==> config.mk <==
export PLATFORM = sky130hd
export DESIGN_NAME = alu_writeback_flat
export DESIGN_NICKNAME = d
export VERILOG_FILES = /design/src/rtl/alu_pkg.sv /design/src/rtl/alu_writeback_if.sv /design/src/rtl/alu_flags_calc.sv /design/src/rtl/alu_writeback.sv /design/src/flat_wrapper.sv
export SDC_FILE = /design/constraint.sdc
export NUM_CORES = 1
export LEC_CHECK = 0
export BUFFER_PORTS_ARGS = -buffer_cell sky130_fd_sc_hd__buf_2
export CORE_MARGIN = 2
export CORE_UTILIZATION = 40
export CTS_BUF_LIST = sky130_fd_sc_hd__clkbuf_4 sky130_fd_sc_hd__clkbuf_8
export CTS_CLUSTER_DIAMETER = 200
export DETAILED_ROUTE_END_ITERATION = 10
export PLACE_DENSITY = 0.7
export SETUP_SLACK_MARGIN = 0.5
export SYNTH_ARGS = -nofsm -noshare
export SYNTH_HDL_FRONTEND = slang
export SYNTH_SLANG_ARGS = --single-unit
==> constraint.sdc <==
create_clock -name clk -period 2.2 [get_ports clk]
set_input_delay 0.33 -clock clk [delete_from_list [all_inputs] [get_ports clk]]
set_output_delay 0.33 -clock clk [all_outputs]
set_load 0.005 [all_outputs]
==> src/rtl/alu_pkg.sv <==
// ---------------------------------------------------------------------------
// alu_pkg -- shared definitions for the 16-bit ALU and its writeback stage.
//   op_idx_e   : bit position of each opcode inside the one-hot op vector
//   wb_state_e : writeback FSM states
//   flags_t    : architectural condition flags {z, c, n, v}
//   OP_W       : width of the one-hot opcode vector
// Opcode class masks and a one-hot test are provided so that every consumer
// decodes the opcode the same way.
// ---------------------------------------------------------------------------
package alu_pkg;

  localparam int OP_W = 15;

  typedef logic [OP_W-1:0] op_t;

  typedef enum int unsigned {
    OP_ADD   = 0,
    OP_SUB   = 1,
    OP_CMP   = 2,
    OP_AND   = 3,
    OP_OR    = 4,
    OP_XOR   = 5,
    OP_NOT   = 6,
    OP_NEG   = 7,
    OP_SHL   = 8,
    OP_SHR   = 9,
    OP_ST    = 10,
    OP_LD    = 11,
    OP_MOV   = 12,
    OP_LDUMP = 13,
    OP_SDUMP = 14
  } op_idx_e;

  typedef enum logic [1:0] {
    WB_IDLE = 2'd0,
    WB_MEM  = 2'd1,
    WB_LDWB = 2'd2
  } wb_state_e;

  typedef struct packed {
    logic z;
    logic c;
    logic n;
    logic v;
  } flags_t;

  // Ops that write result[WIDTH-1:0] straight into the register file.
  localparam op_t RF_WRITE_MASK =
      (op_t'(1) << OP_ADD) | (op_t'(1) << OP_SUB)   | (op_t'(1) << OP_AND)   |
      (op_t'(1) << OP_OR)  | (op_t'(1) << OP_XOR)   | (op_t'(1) << OP_NOT)   |
      (op_t'(1) << OP_NEG) | (op_t'(1) << OP_SHL)   | (op_t'(1) << OP_SHR)   |
      (op_t'(1) << OP_MOV) | (op_t'(1) << OP_LDUMP) | (op_t'(1) << OP_SDUMP);

  // Ops that update the condition flags.
  localparam op_t FLAG_MASK =
      (op_t'(1) << OP_ADD) | (op_t'(1) << OP_SUB) | (op_t'(1) << OP_CMP) |
      (op_t'(1) << OP_AND) | (op_t'(1) << OP_OR)  | (op_t'(1) << OP_XOR) |
      (op_t'(1) << OP_NOT) | (op_t'(1) << OP_NEG) | (op_t'(1) << OP_SHL) |
      (op_t'(1) << OP_SHR);

  // Flag-updating ops whose carry comes from result[WIDTH]; the logic ops
  // clear C instead.
  localparam op_t CARRY_MASK =
      (op_t'(1) << OP_ADD) | (op_t'(1) << OP_SUB) | (op_t'(1) << OP_CMP) |
      (op_t'(1) << OP_NEG) | (op_t'(1) << OP_SHL) | (op_t'(1) << OP_SHR);

  // True when exactly one bit is set (x & (x-1) clears the lowest set bit).
  function automatic logic is_onehot(input op_t op);
    return (op != '0) && ((op & (op - op_t'(1))) == '0);
  endfunction

endpackage

==> src/rtl/alu_writeback_if.sv <==
// ---------------------------------------------------------------------------
// alu_writeback_if -- bundle of all non-clock signals of the writeback stage.
//   ALU side    : in_valid/in_ready handshake, op, result, a_msb, b_msb, dst,
//                 st_data
//   Reg file    : rf_we, rf_waddr, rf_wdata
//   Data memory : mem_req, mem_we, mem_addr, mem_wdata, mem_ack, mem_rdata
//   Status      : flag_z/c/n/v, op_err
// master = ALU + memory side, slave = the writeback stage itself.
// ---------------------------------------------------------------------------
interface alu_writeback_if #(
  parameter int WIDTH   = 16,
  parameter int RADDR_W = 3
);
  import alu_pkg::*;

  logic               in_valid;
  logic               in_ready;
  op_t                op;
  logic [WIDTH:0]     result;
  logic               a_msb;
  logic               b_msb;
  logic [RADDR_W-1:0] dst;
  logic [WIDTH-1:0]   st_data;

  logic               rf_we;
  logic [RADDR_W-1:0] rf_waddr;
  logic [WIDTH-1:0]   rf_wdata;

  logic               mem_req;
  logic               mem_we;
  logic [WIDTH-1:0]   mem_addr;
  logic [WIDTH-1:0]   mem_wdata;
  logic               mem_ack;
  logic [WIDTH-1:0]   mem_rdata;

  logic               flag_z;
  logic               flag_c;
  logic               flag_n;
  logic               flag_v;
  logic               op_err;

  modport master (
    output in_valid, op, result, a_msb, b_msb, dst, st_data,
    output mem_ack, mem_rdata,
    input  in_ready, rf_we, rf_waddr, rf_wdata,
    input  mem_req, mem_we, mem_addr, mem_wdata,
    input  flag_z, flag_c, flag_n, flag_v, op_err
  );

  modport slave (
    input  in_valid, op, result, a_msb, b_msb, dst, st_data,
    input  mem_ack, mem_rdata,
    output in_ready, rf_we, rf_waddr, rf_wdata,
    output mem_req, mem_we, mem_addr, mem_wdata,
    output flag_z, flag_c, flag_n, flag_v, op_err
  );

endinterface

==> src/rtl/alu_flags_calc.sv <==
// ---------------------------------------------------------------------------
// alu_flags_calc -- combinational next-flag computation.
//   op        in  one-hot opcode
//   result    in  ALU result, bit WIDTH is carry/borrow
//   a_msb     in  MSB of operand R1
//   b_msb     in  MSB of operand R2
//   flags_nxt out candidate flag values for this op
//   flags_upd out high when the op is one-hot and flag-updating
// ---------------------------------------------------------------------------
module alu_flags_calc
  import alu_pkg::*;
#(
  parameter int WIDTH = 16
) (
  input  op_t            op,
  input  logic [WIDTH:0] result,
  input  logic           a_msb,
  input  logic           b_msb,
  output flags_t         flags_nxt,
  output logic           flags_upd
);

  logic sign;
  assign sign = result[WIDTH-1];

  always_comb begin
    // NOTE: every output gets a default first so no path through this block
    // can leave a value unassigned and infer a latch.
    flags_nxt = '0;
    flags_upd = is_onehot(op) && ((op & FLAG_MASK) != '0);

    flags_nxt.z = (result[WIDTH-1:0] == '0);
    flags_nxt.n = sign;
    flags_nxt.c = ((op & CARRY_MASK) != '0) ? result[WIDTH] : 1'b0;

    // Signed overflow: result sign disagrees with what the operand signs
    // allow. Only consulted when flags_upd says the op is one-hot.
    if (op[OP_ADD]) begin
      flags_nxt.v = (a_msb == b_msb) && (sign != a_msb);
    end else if (op[OP_SUB] || op[OP_CMP]) begin
      flags_nxt.v = (a_msb != b_msb) && (sign != a_msb);
    end else if (op[OP_NEG]) begin
      flags_nxt.v = b_msb && sign;
    end
  end

endmodule

==> src/rtl/alu_writeback.sv <==
// ---------------------------------------------------------------------------
// alu_writeback -- writeback and flags stage behind the 16-bit ALU.
//   clk    in  clock, rising edge
//   rst_n  in  asynchronous active-low reset
//   bus    slave modport of alu_writeback_if (handshake, register-file write,
//          data-memory port, flags, op_err)
// Each accepted result either writes the register file (next cycle), starts
// a data-memory access (LD/ST, stalling in_ready until acknowledged) or only
// updates the flags (CMP). A non-one-hot opcode is consumed and reported on
// op_err without any other side effect. Every output comes from a flop or
// from a decode of the state register.
// ---------------------------------------------------------------------------
module alu_writeback
  import alu_pkg::*;
#(
  parameter int WIDTH   = 16,
  parameter int RADDR_W = 3
) (
  input logic            clk,
  input logic            rst_n,
  alu_writeback_if.slave bus
);

  wb_state_e          state_q, state_d;
  logic               in_ready, mem_req, mem_we;
  logic               accept, onehot, is_mem_op;

  flags_t             flags_q, flags_nxt;
  logic               flags_upd;

  logic               st_q;      // outstanding access is a store
  logic [RADDR_W-1:0] ld_dst_q;  // destination of an outstanding load
  logic [WIDTH-1:0]   mem_addr_q, mem_wdata_q;
  logic               rf_we_q, op_err_q;
  logic [RADDR_W-1:0] rf_waddr_q;
  logic [WIDTH-1:0]   rf_wdata_q;

  assign accept    = bus.in_valid && in_ready;
  assign onehot    = is_onehot(bus.op);
  assign is_mem_op = onehot && (bus.op[OP_LD] || bus.op[OP_ST]);

  alu_flags_calc #(.WIDTH(WIDTH)) u_flags (
    .op        (bus.op),
    .result    (bus.result),
    .a_msb     (bus.a_msb),
    .b_msb     (bus.b_msb),
    .flags_nxt (flags_nxt),
    .flags_upd (flags_upd)
  );

  // State register.
  always_ff @(posedge clk or negedge rst_n) begin
    if (!rst_n) begin
      // NOTE: sequential state uses non-blocking assignments so every flop
      // samples pre-edge values regardless of process ordering.
      state_q <= WB_IDLE;
    end else begin
      state_q <= state_d;
    end
  end

  // Next-state logic. mem_ack only matters in WB_MEM, so a stray ack while
  // no request is outstanding is ignored.
  always_comb begin
    state_d = state_q;
    unique case (state_q)
      WB_IDLE: if (accept && is_mem_op) state_d = WB_MEM;
      WB_MEM:  if (bus.mem_ack)         state_d = st_q ? WB_IDLE : WB_LDWB;
      WB_LDWB: state_d = WB_IDLE;
      default: state_d = WB_IDLE;
    endcase
  end

  // State-decoded outputs. Because mem_req follows the state register, the
  // asynchronous reset drops it immediately.
  always_comb begin
    in_ready = (state_q == WB_IDLE);
    mem_req  = (state_q == WB_MEM);
    mem_we   = mem_req && st_q;
  end

  // Datapath registers: register-file write port, memory address/data,
  // flags and the error pulse.
  always_ff @(posedge clk or negedge rst_n) begin
    if (!rst_n) begin
      flags_q     <= '0;
      st_q        <= 1'b0;
      ld_dst_q    <= '0;
      mem_addr_q  <= '0;
      mem_wdata_q <= '0;
      rf_we_q     <= 1'b0;
      rf_waddr_q  <= '0;
      rf_wdata_q  <= '0;
      op_err_q    <= 1'b0;
    end else begin
      rf_we_q  <= 1'b0;
      op_err_q <= 1'b0;

      if (accept) begin
        if (!onehot) begin
          op_err_q <= 1'b1;
        end else begin
          if (flags_upd) flags_q <= flags_nxt;
          if ((bus.op & RF_WRITE_MASK) != '0) begin
            rf_we_q    <= 1'b1;
            rf_waddr_q <= bus.dst;
            rf_wdata_q <= bus.result[WIDTH-1:0];
          end
          if (is_mem_op) begin
            st_q        <= bus.op[OP_ST];
            ld_dst_q    <= bus.dst;
            mem_addr_q  <= bus.result[WIDTH-1:0];
            mem_wdata_q <= bus.st_data;
          end
        end
      end

      // Load completion: read data is valid in the ack cycle and is written
      // back while the FSM sits in WB_LDWB.
      if ((state_q == WB_MEM) && bus.mem_ack && !st_q) begin
        rf_we_q    <= 1'b1;
        rf_waddr_q <= ld_dst_q;
        rf_wdata_q <= bus.mem_rdata;
      end
    end
  end

  assign bus.in_ready  = in_ready;
  assign bus.mem_req   = mem_req;
  assign bus.mem_we    = mem_we;
  assign bus.mem_addr  = mem_addr_q;
  assign bus.mem_wdata = mem_wdata_q;
  assign bus.rf_we     = rf_we_q;
  assign bus.rf_waddr  = rf_waddr_q;
  assign bus.rf_wdata  = rf_wdata_q;
  assign bus.flag_z    = flags_q.z;
  assign bus.flag_c    = flags_q.c;
  assign bus.flag_n    = flags_q.n;
  assign bus.flag_v    = flags_q.v;
  assign bus.op_err    = op_err_q;

endmodule

==> src/flat_wrapper.sv <==
// flat-port wrapper written by rule: the top's interface ports become plain ports
module alu_writeback_flat import alu_pkg::*;
#(
  parameter int WIDTH   = 16,
  parameter int RADDR_W = 3
)
  (clk, rst_n, bus_in_valid, bus_op, bus_result, bus_a_msb, bus_b_msb, bus_dst, bus_st_data, bus_mem_ack, bus_mem_rdata, bus_in_ready, bus_rf_we, bus_rf_waddr, bus_rf_wdata, bus_mem_req, bus_mem_we, bus_mem_addr, bus_mem_wdata, bus_flag_z, bus_flag_c, bus_flag_n, bus_flag_v, bus_op_err);
  alu_writeback_if #(.WIDTH(WIDTH), .RADDR_W(RADDR_W)) bus_i ();
  input logic clk;
  input logic rst_n;
  input wire logic [$bits(bus_i.in_valid)-1:0] bus_in_valid;
  input wire logic [$bits(bus_i.op)-1:0] bus_op;
  input wire logic [$bits(bus_i.result)-1:0] bus_result;
  input wire logic [$bits(bus_i.a_msb)-1:0] bus_a_msb;
  input wire logic [$bits(bus_i.b_msb)-1:0] bus_b_msb;
  input wire logic [$bits(bus_i.dst)-1:0] bus_dst;
  input wire logic [$bits(bus_i.st_data)-1:0] bus_st_data;
  input wire logic [$bits(bus_i.mem_ack)-1:0] bus_mem_ack;
  input wire logic [$bits(bus_i.mem_rdata)-1:0] bus_mem_rdata;
  output wire logic [$bits(bus_i.in_ready)-1:0] bus_in_ready;
  output wire logic [$bits(bus_i.rf_we)-1:0] bus_rf_we;
  output wire logic [$bits(bus_i.rf_waddr)-1:0] bus_rf_waddr;
  output wire logic [$bits(bus_i.rf_wdata)-1:0] bus_rf_wdata;
  output wire logic [$bits(bus_i.mem_req)-1:0] bus_mem_req;
  output wire logic [$bits(bus_i.mem_we)-1:0] bus_mem_we;
  output wire logic [$bits(bus_i.mem_addr)-1:0] bus_mem_addr;
  output wire logic [$bits(bus_i.mem_wdata)-1:0] bus_mem_wdata;
  output wire logic [$bits(bus_i.flag_z)-1:0] bus_flag_z;
  output wire logic [$bits(bus_i.flag_c)-1:0] bus_flag_c;
  output wire logic [$bits(bus_i.flag_n)-1:0] bus_flag_n;
  output wire logic [$bits(bus_i.flag_v)-1:0] bus_flag_v;
  output wire logic [$bits(bus_i.op_err)-1:0] bus_op_err;
  assign bus_i.in_valid = bus_in_valid;
  assign bus_i.op = bus_op;
  assign bus_i.result = bus_result;
  assign bus_i.a_msb = bus_a_msb;
  assign bus_i.b_msb = bus_b_msb;
  assign bus_i.dst = bus_dst;
  assign bus_i.st_data = bus_st_data;
  assign bus_i.mem_ack = bus_mem_ack;
  assign bus_i.mem_rdata = bus_mem_rdata;
  assign bus_in_ready = bus_i.in_ready;
  assign bus_rf_we = bus_i.rf_we;
  assign bus_rf_waddr = bus_i.rf_waddr;
  assign bus_rf_wdata = bus_i.rf_wdata;
  assign bus_mem_req = bus_i.mem_req;
  assign bus_mem_we = bus_i.mem_we;
  assign bus_mem_addr = bus_i.mem_addr;
  assign bus_mem_wdata = bus_i.mem_wdata;
  assign bus_flag_z = bus_i.flag_z;
  assign bus_flag_c = bus_i.flag_c;
  assign bus_flag_n = bus_i.flag_n;
  assign bus_flag_v = bus_i.flag_v;
  assign bus_op_err = bus_i.op_err;
  alu_writeback #(.WIDTH(WIDTH), .RADDR_W(RADDR_W)) u_core (.clk(clk), .rst_n(rst_n), .bus(bus_i));
endmodule
==> metrics <==
Pint 1.92 mW; Critical Path RT 2.42 ns; DRT Pass-1 Iters 4; Unique masters post-synth 41; crit path capture type flop; setup_tns -32.27 ns; Initial Utilization 0.417; Routed Antenna Nets 0; share of layout cells above drive strength 1 0.632; port bufs 132; min cycle time layout 2.77 ns; Max transition margin 0.646; Max stage delay on crit path 0.53 ns; Power Total 2.48 mW; antenna violations before repair 0; Final Hold Fails 0; DRC viols 0; Comb pwr share 0.086; die width 88.4 um; register area share after synthesis 0.554; vias per cell 5.12; total CTS buffers 9; largest net degree at the start of global routing 43; post-place setup slack -1.03 ns; # IOs 133; Sw Pwr 0.554 mW; # H-tree levels 3; via count 2525; antenna cell count 0; via count of the first global-routing pass 2583; post-detail-place hpwl 5500 um; synthesis-to-layout area growth 58.5%; core region area 0.00683 sq mm; Avg Cell Area, Syn 12.9 sq um; CTS max path bufs 2; Max Fclk 361 MHz; Worst Clk Skew 0.00814 ns; most frequent cells in the layout 131 x buf_2, 63 x dfrtp_1, 29 x mux2_4, 28 x buf_4; cell family with most CP delay simple AND/OR/NAND/NOR gates; routability congestion estimate 0.907; Arr. time, crit path 2.98 ns; Filler cells 555; Syn Inst Count 221; CTS clock-pin slew for the worst setup and hold paths 0.07 ns; first-pass GRT wire length 12600 um; crit-path cells buf_6 -> or4_4 -> or3_4 -> or3_1 -> a2111o_1 -> nor4_4 -> buf_6 -> buf_12 -> mux2_2; CP Buf/Inv Count 3; Clock Latency Late Sink 0.33 ns; Worst Setup Path Type primary input to flop; setup ws final -0.567 ns; Syn Nets 294; row count 30; switch share 0.224; root buf cell clkbuf_8; Crit path top cell by count buf_6; Register Area 0.00158 sq mm; CTS tree built; startpoint types primary input; fin. max-slew vios 0; clock power share 0.441; Worst Hold Class primary input to flop; Die Ht 88.4 um; commonest non-fill, non-tap cell in the layout buf_2; Clock Sinks 63; Synthesis Warnings 0; period utilization 1.26; failing checks setup timing; largest fanout on the critical path 9; DR WL/cell 16.7 um; post-synthesis register bit count 63; max cap viols 0; leakage power 2.32 nW; RSZ-0062 raised after global routing true; Power Dens Cells 549 mW/mm^2; cell area after synthesis 0.00285 sq mm; Routed WL 8230 um; total track usage 0.211; Worst VDD drop 0.322 mV; Max stage delay cell, worst path or4_4; Fin Hold WS 0.217 ns; area of the die 0.00781 sq mm; Tightest Pin Transition 0.531 ns; initial drt markers 94; Seq pwr share 0.473; GRT overflow 0; Multi-input gate area 0.00149 sq mm; status finished, violations left; Nets 466; final setup violating endpoints 62
[worst paths after layout]
kind | startpoint | endpoint | slack (ns) | depth (start not counted)
max in group asynchronous | rst_n | u_core.bus.mem_addr[4] | 1.08 | 3
min in group asynchronous | rst_n | u_core.bus.mem_wdata[15] | 0.50 | 2
max | bus_op[1] | u_core.bus.mem_addr[3] | -0.57 | 9
max reg2reg | u_core.state_q[1] | u_core.bus.mem_addr[3] | 0.30 | 7
min reg2reg | u_core.bus.mem_addr[14] | u_core.bus.mem_addr[14] | 0.48 | 1
min | bus_st_data[14] | u_core.bus.mem_wdata[14] | 0.22 | 2
[synth_stat cells]
| master | number | share of area |
|---|---|---|
| a2111o_1 | 1 | 0.0040 |
| a2111oi_0 | 1 | 0.0031 |
| a21o_1 | 1 | 0.0026 |
| a21oi_1 | 4 | 0.0070 |
| a22o_1 | 1 | 0.0031 |
| a311o_1 | 1 | 0.0035 |
| a311oi_1 | 1 | 0.0031 |
| and2_1 | 1 | 0.0022 |
| and3_1 | 1 | 0.0022 |
| buf_2 | 3 | 0.0053 |
| buf_6 | 3 | 0.012 |
| clkbuf_1 | 7 | 0.0092 |
| dfrtp_1 | 63 | 0.55 |
| inv_1 | 5 | 0.0066 |
| maj3_1 | 1 | 0.0035 |
| mux2_1 | 29 | 0.11 |
| mux2_2 | 9 | 0.036 |
| mux2i_1 | 1 | 0.0035 |
| nand2_1 | 2 | 0.0026 |
| nand2b_1 | 18 | 0.040 |
| nand4_1 | 1 | 0.0022 |
| nor2_1 | 11 | 0.014 |
| nor2b_1 | 1 | 0.0022 |
| nor3_1 | 5 | 0.0088 |
| nor3b_1 | 1 | 0.0026 |
| nor4_1 | 7 | 0.015 |
| nor4_4 | 1 | 0.0075 |
| nor4b_1 | 1 | 0.0031 |
| o21ai_0 | 2 | 0.0035 |
| o21bai_1 | 1 | 0.0026 |
| o221a_2 | 18 | 0.071 |
| o221ai_1 | 1 | 0.0031 |
| o2bb2ai_1 | 1 | 0.0031 |
| o31a_1 | 2 | 0.0062 |
| o31ai_1 | 2 | 0.0053 |
| o41ai_1 | 1 | 0.0031 |
| or2_1 | 1 | 0.0022 |
| or2_2 | 2 | 0.0044 |
| or3_1 | 5 | 0.011 |
| or4_1 | 3 | 0.0079 |
| or4b_2 | 1 | 0.0035 |
[routing by layer]
metal,up-vias,part of all wire,track usage
li1,1178,-,-
met1,1225,0.45,0.288
met2,115,0.48,0.340
met3,7,0.068,0.0420
met4,0,0.0067,0.0730
met5,-,0,0
[power groups by stage]
stage               sequential, mW  clock [mW]  combinational (mW)
finish                        1.17        1.09               0.214
global route                  1.17        1.16               0.236
CTS                           1.17        1.11               0.212
detailed placement            1.19           0               0.208
global placement              1.19           0               0.204
floorplan                     1.20           0              0.0491
[metrics by stage]
| step | cell area (sq um) | util | cells |
|---|---|---|---|
| CTS | 4440 | 0.650 | 490 |
| global placement | 4080 | 0.597 | 468 |
| global route | 4510 | 0.661 | 493 |
| finish | 4510 | 0.661 | 493 |
| detailed placement | 4080 | 0.597 | 468 |
| floorplan | 3120 | - | 221 |
[area by class of cell]
type                            instances  share of cell area
Timing Repair Buffer                  174               0.243
Tap cell                               96              0.0266
Sequential cell                        63               0.349
Inverter                                5             0.00416
Multi-Input combinational cell        140               0.329
Clock inverter                          5              0.0186
Clock buffer                           10              0.0291
[worst register-to-register path, cell delays in order (launching register included)]
cell     delay, ns
dfrtp_1       0.39
nor2_1        0.19
nand2_1       0.11
buf_4         0.17
nor4_4        0.23
buf_6         0.21
buf_12        0.16
mux2_2        0.34
[state kept, by name, summed over array words and instances (netlist names)]
name,flops
u_core.bus.mem_wdata,16
u_core.bus.rf_we,1
u_core.bus.flag_n,1
u_core.st_q,1
u_core.bus.flag_c,1
u_core.state_q,2
u_core.bus.flag_z,1
u_core.bus.mem_addr,16
u_core.bus.op_err,1
u_core.ld_dst_q,3
u_core.bus.flag_v,1
u_core.bus.rf_wdata,16
u_core.bus.rf_waddr,3
[timing repair]
action,CTS,global route
buffers inserted,3,1
pin swaps,3,1
resized for setup,19,8
endpoints found under the setup margin,62,62
cloned,3,2
hold buffers,1,0
hold endpoints to repair,21,0
[logic make-up (layout without fill, tap and decap cells)]
| logic type | count (synthesis) | after routing | synth area share |
|---|---|---|---|
| AOI/OAI and AO/OA | 38 | 38 | 0.124 |
| adders and majority gates | 1 | 1 | 0.00352 |
| buffers and inverters | 18 | 194 | 0.0330 |
| DFF | 63 | 63 | 0.554 |
| muxes | 39 | 39 | 0.154 |
| and+or+nand+nor | 62 | 62 | 0.132 |
Note: power is estimated with default switching activity, not from simulation.
